### src/rtl/adder32_serial.sv
// adder32_serial: multi-cycle adder, one SLICE-bit slice per clock, with carry-out and signed overflow.
module adder32_serial #(
  parameter int WIDTH = 32,
  parameter int SLICE = 8
) (
  input  logic             clock,
  input  logic             reset,
  input  logic             start,
  input  logic [WIDTH-1:0] A,
  input  logic [WIDTH-1:0] B,
  input  logic             carryIn,
  output logic             busy,
  output logic             done,
  output logic [WIDTH-1:0] result,
  output logic             carryOut,
  output logic             overflow
);
  localparam int N  = WIDTH / SLICE;
  localparam int CW = (N > 1) ? $clog2(N) : 1;
  typedef enum logic [1:0] {IDLE, RUN, DONE} state_t;
  state_t state, state_nx;
  logic [WIDTH-1:0] op_a, op_b, part, part_nx;
  logic [CW-1:0] cnt;
  logic carry, accept, last, msb_cin;
  logic [SLICE-1:0] sa, sb;
  logic [SLICE:0] sum;
  assign accept = start && state != RUN;
  assign last   = cnt == CW'(N - 1);
  assign busy   = state == RUN;
  assign done   = state == DONE;
  assign sa     = op_a[cnt*SLICE +: SLICE];
  assign sb     = op_b[cnt*SLICE +: SLICE];
  assign sum    = {1'b0, sa} + {1'b0, sb} + {{SLICE{1'b0}}, carry};
  // carry into the top bit of a slice is recovered from the sum bit and its operands
  assign msb_cin = sum[SLICE-1] ^ sa[SLICE-1] ^ sb[SLICE-1];
  always_comb begin
    part_nx = part;
    part_nx[cnt*SLICE +: SLICE] = sum[SLICE-1:0];
    state_nx = accept ? RUN : (state == RUN) ? (last ? DONE : RUN) : IDLE;
  end
  always_ff @(posedge clock or negedge reset) begin
    if (!reset) state <= IDLE;
    else state <= state_nx;
  end
  always_ff @(posedge clock or negedge reset) begin
    if (!reset) begin
      op_a     <= '0;
      op_b     <= '0;
      part     <= '0;
      carry    <= 1'b0;
      cnt      <= '0;
      result   <= '0;
      carryOut <= 1'b0;
      overflow <= 1'b0;
    end else if (accept) begin
      op_a  <= A;
      op_b  <= B;
      carry <= carryIn;
      part  <= '0;
      cnt   <= '0;
    end else if (state == RUN) begin
      part  <= part_nx;
      carry <= sum[SLICE];
      cnt   <= last ? '0 : cnt + CW'(1);
      if (last) begin
        result   <= part_nx;
        carryOut <= sum[SLICE];
        overflow <= msb_cin ^ sum[SLICE];
      end
    end
  end
endmodule

### config.mk
export PLATFORM = sky130hd
export DESIGN_NAME = adder32_serial
export DESIGN_NICKNAME = d
export VERILOG_FILES = /design/src/rtl/adder32_serial.sv
export SDC_FILE = /design/constraint.sdc
export NUM_CORES = 1
export LEC_CHECK = 0
export ABC_CLOCK_PERIOD_IN_PS = 4400
export BUFFER_PORTS_ARGS = -buffer_cell sky130_fd_sc_hd__buf_2
export CORE_UTILIZATION = 55
export CTS_CLUSTER_SIZE = 12
export DETAILED_ROUTE_END_ITERATION = 12
export PLACE_DENSITY = 0.77
export SETUP_SLACK_MARGIN = 0.2
export SKIP_LAST_GASP = 1
export SYNTH_ARGS = -nofsm -noshare
export SYNTH_HDL_FRONTEND = slang
export SYNTH_SLANG_ARGS = --single-unit
### constraint.sdc
create_clock -name clock -period 4.4 [get_ports clock]
set_input_delay 0.44 -clock clock [delete_from_list [all_inputs] [get_ports clock]]
set_output_delay 0.44 -clock clock [all_outputs]
set_load 0.005 [all_outputs]
* Word-level counts from Yosys, hierarchy flattened
Cells that the tools add are included.
** Operators by class
- Reduce and logical (&&, ||, !) cells :: 3
- Bitwise gates (word level) :: 4
- Eq/ne operators :: 4
- Add/subtract/negate cells :: 4
- Shift operators :: 4
- Multiplexer cells :: 11
** Operators by type and width (number)
- $mux 32 :: 2
- $shiftx 32x6->8 :: 2
- $neg 5->34 :: 1
- $shift 8x34->32 const A :: 1
- $shiftx 8x34->32 :: 1
- $bwmux 32 :: 1
- $mux 2 :: 6
- $add 8x8->9 :: 1
- $add 9x1->9 :: 1
- $eq 2x2->1 const B :: 2
- $reduce_and 3->1 :: 1
- $xor 1x1->1 :: 3
- $add 2x1->2 const B :: 1
- $eq 2x1->1 const B :: 1
- $mux 1 :: 2
- $ne 2x1->1 const B :: 1
- $reduce_bool 2->1 :: 1
- $logic_and 1x1->1 :: 1
- $not 1->1 :: 1
** Word-level totals
- Input port bits :: 68
- Word-level logic and storage cells :: 39
- Flip-flop bits (word level) :: 135

* Logic depth before layout (Yosys ltp)
- Depth in word-level cells :: 7
- Mapped depth :: 11

* Worst setup path before layout
No wires, ideal clock.
- Kind :: reg2reg
- Start point :: reg cnt[0]
- End point :: reg overflow
- Buffers on the path :: 1
- Data arrival time :: 3.378 ns
- Cell stages (with the launch flop) :: 10
- Path slack :: 0.935 ns
- Cells stage by stage :: dfrtp_1 buf_2 mux4_2 fa_1 fa_1 a21o_1 a221oi_1 o21ai_0 or4b_1 o211ai_1
** Between the ends
- Word-level cells in the longest chain between the ends :: 6
- Elaborated cells between the ends (all ways) :: 9
- Classes of those cells :: 2 x add/sub; 1 x eq/ne; 2 x shift; 3 x bitwise; 1 x reduce/logical
** RTL lines
- start, declared :: line 23 : logic [CW-1:0] cnt;
- start signal, assigned :: line 64 : cnt <= last ? '0 : cnt + CW'(1);
- $shiftx 32x6->8 (on tied branches) :: line 31, 32
- $add 8x8->9 :: line 33 : assign sum = {1'b0, sa} + {1'b0, sb} + {{SLICE{1'b0}}, carry};
- $add 9x1->9 :: line 33
- $xor 1x1->1 (2 in a row) :: line 35 : assign msb_cin = sum[SLICE-1] ^ sa[SLICE-1] ^ sb[SLICE-1];
- $xor 1x1->1 :: line 68 : overflow <= msb_cin ^ sum[SLICE];
- end signal, assigned :: line 68
- end, declared :: line 16 : output logic overflow
Several ways; a longest one is shown, not always the timed one.
A chain may end at the register's enable or synchronous reset.

* Worst setup path in the final report
- Start point :: reg cnt[0]
- End point :: reg result[14]
** Between the ends
- Word-level cells in the longest chain between the ends :: 5
- Elaborated cells between the ends (all ways) :: 10
- Classes of those cells :: 3 x add/sub; 1 x eq/ne; 4 x shift; 1 x mux; 1 x reduce/logical
** RTL lines
- $shiftx 32x6->8 (on tied branches) :: line 31, 32
- $add 8x8->9 :: line 33
- $add 9x1->9 :: line 33
- $shiftx 8x34->32 :: line 38 : part_nx[cnt*SLICE +: SLICE] = sum[SLICE-1:0];
- $bwmux 32 :: line 38
- end signal, assigned :: line 66 : result <= part_nx;
- end, declared :: line 14 : output logic [WIDTH-1:0] result,
Several ways; a longest one is shown, not always the timed one.

==> metrics.md <==
| Metric | Value |
|---|---|
| Buf/Inv on CP | 1 |
| TritonCTS clock tree | yes |
| Critical-path maximum fanout | 21 |
| CP Cell Sequence | buf_4 > mux4_2 > fa_1 > a21o_1 > a221oi_1 > xnor2_1 > a21oi_1 > o21ai_0 |
| Worst Hold Class | in2async |
| Syn Inst Count | 487 |
| DR vias/cell | 5.874 |
| Area contributors post-synth | dfrtp_1 (55%), mux2_2 (12%), mux4_2 (5.9%) |
| Sink Count | 135 |
| Pin count of the biggest net entering global routing | 74 |
| Status | complete, but fails checks |
| Post-DP Area | 6777 µm² |
| Fraction of layout cells with a size suffix above 1 | 37.58% |
| Vias in the first global route | 4521 |
| Max Root-Sink Buffers | 2 |
| Top_reg_cell synth | dfrtp_1 |
| Worst-Margin Slew | 1260 ps |
| Core box area | 10840 µm² |
| Max cap viols | 0 |
| Yosys warns | 0 |
| Pre-CTS WS | 952.1 ps |
| Final worst-path cycle share | 78.29% |
| Post-synthesis to final-layout area growth | 22.31% |
| I/O Pins | 104 |
| Postcts setup bufs | 0 |
| Die Ht | 107.5 µm |
| CTS clk-pin slew, worst paths | 60 ps |
| Worst path depth | 8 |
| Post-DP HPWL | 9450 µm |
| Failing checks | negative hold slack |
| Slew Limit Headroom | 15.19% |
| Slew Limit Fails | 0 |
| Yosys reg bits | 135 |
| Die width | 107.5 µm |
| DR iter-0 viols | 358 |
| RSZ-0062 raised after global routing | false |
| CP endpoint kind | flop |
| Syn nets | 570 |
| Row count | 38 |
| Post-synth top cells | dfrtp_1 (135), mux2_2 (64), nand2_1 (44) |
| Clk Latency, worst-skew pair | 530 ps |
| Port Buf Inserts | 103 |
| CTS Buf Count | 17 |
| CTS Hold Bufs | 0 |
| Final nets | 675 |
| Synthesized cell area | 6120 µm² |
| Setup Skew | 7.715 ps |
| Post-route cell area | 7485 µm² |
| Diodes inserted | 0 |
| Crit path launch type | flop |
| Most frequent cell after synthesis | dfrtp_1 |
| Post-synth EDFFs | 0 |
| Min Tclk post-route | 3445 ps |
| Final Setup Violations | 0 |
| First-pass DRT Iterations | 5 |
| Slowest CP cell | mux4_2 |
| Final setup TNS | 0 ps |
| Die Area | 11550 µm² |
| Post-synth cell types | 37 |
| Delay-heaviest family, CP | compound AO/OA/AOI/OAI gates |
| Final hold vios | 6 |
| Final WL | 14410 µm |
| Fmax | 290.3 MHz |
| Drt drc | 0 |
| CP Class | reg2reg |
| Fillers | 784 |
| Ys async rst share | 100.0% |
| Synthesized area per cell | 12.57 µm² |
| CTS resizes | 0 |
| Worst Path Arrival | 3880 ps |
| Reg area | 3378 µm² |
| Post-route setup slack | 955.1 ps |
| CP peak stage delay | 600 ps |
| CTS root buf | clkbuf_8 |
| Vias | 4370 |
| Register area share after synthesis | 55.20% |
| Footprint of the multi-input gates | 2618 µm² |
| Initial Util | 56.45% |
| Largest area contributor in the netlist | dfrtp_1 |
| GRT overflow | 0 |
| # H-tree levels | 4 |
| Critical Path RT | 4830 ps |
| Post-DRT Antenna Nets | 0 |
| Initial antenna violation count | 0 |
| Synth top area share | 55.20% |
| Final Hold Slack | -3.769 ps |
| First-pass GRT wire length | 23540 µm |
| Placer Congestion | 0.8324 |
| WL/cell | 19.36 µm |
| Gr usage total | 27.46% |
| Reg2Reg Depth | 8 |
## final cells by class
type	instances	area share [%]
clock buffer	18	5.717
clock inverter	13	3.678
inverter	4	0.2006
multi-input combinational	322	34.97
sequential	135	45.14
tap	140	2.340
timing repair buffer	112	7.957
## sequential cells by signal (all words and copies together) (netlist names)
register / count
carry: 1
op_b: 32
overflow: 1
state: 2
result: 32
carryOut: 1
part: 32
cnt: 2
op_a: 32
## metrics by stage
step	cells	util, %	hold WS [ps]
finish	744	69.04	-3.769
global route	744	69.04	55.21
CTS	743	69.00	12.16
detailed placement	712	62.51	466.5
global placement	712	62.51	456.3
floorplan	487	-	144.4
## cell usage in the layout, fill, tap and decap left out, types with 2 or more instances in the layout
master	n
mux2_2	64
o31ai_1	3
a21oi_1	40
clkbuf_16	16
inv_1	4
buf_2	102
clkbuf_8	2
bufinv_16	8
xnor2_1	4
nor4_1	3
nor2_1	7
dfrtp_1	135
ha_1	13
o21ai_0	36
clkinv_4	2
a22o_1	32
mux4_2	16
clkinv_2	2
xor2_1	2
and2_1	2
nor2b_1	34
buf_4	8
fa_1	2
a21o_1	2
nor3_1	3
nand2_1	44
## worst register-to-register path, stage by stage, from the launching register on
cell and delay, ps:
dfrtp_1 470, buf_4 390, mux4_2 600, fa_1 470, a21o_1 220, a221oi_1 370
xnor2_1 460, a21oi_1 130, o21ai_0 230
## cell families after synthesis
family	share of synthesized area, %
adders and majority gates	3.312
and+or+nand+nor	8.546
xor gates and xnor gates	1.125
AOI/OAI and AO/OA	11.94
muxes	17.83
DFF	55.20
buffers and inverters	2.045
## routing by layer
metal  GRT usage [%]  wire (µm)
met4           9.687        204
met5               0          0
met3           7.748       1051
met2           45.60       7180
met1           34.42       5969
## path summary, 6_finish.rpt
| check | from | end | slack, ps |
|---|---|---|---|
| hold / removal | reset | op_a[7] | -4 |
| hold reg to reg | result[16] | result[16] | 480 |
| min in group clock | A[22] | op_a[22] | 140 |
| max in group asynchronous | reset | part[4] | 3560 |
| setup / recovery | cnt[0] | result[14] | 960 |
| setup reg to reg | cnt[0] | result[14] | 960 |
Power is left out: the tool's default activity adds up to more than one toggle a clock period on the data nets, which glitch-free logic cannot reach.
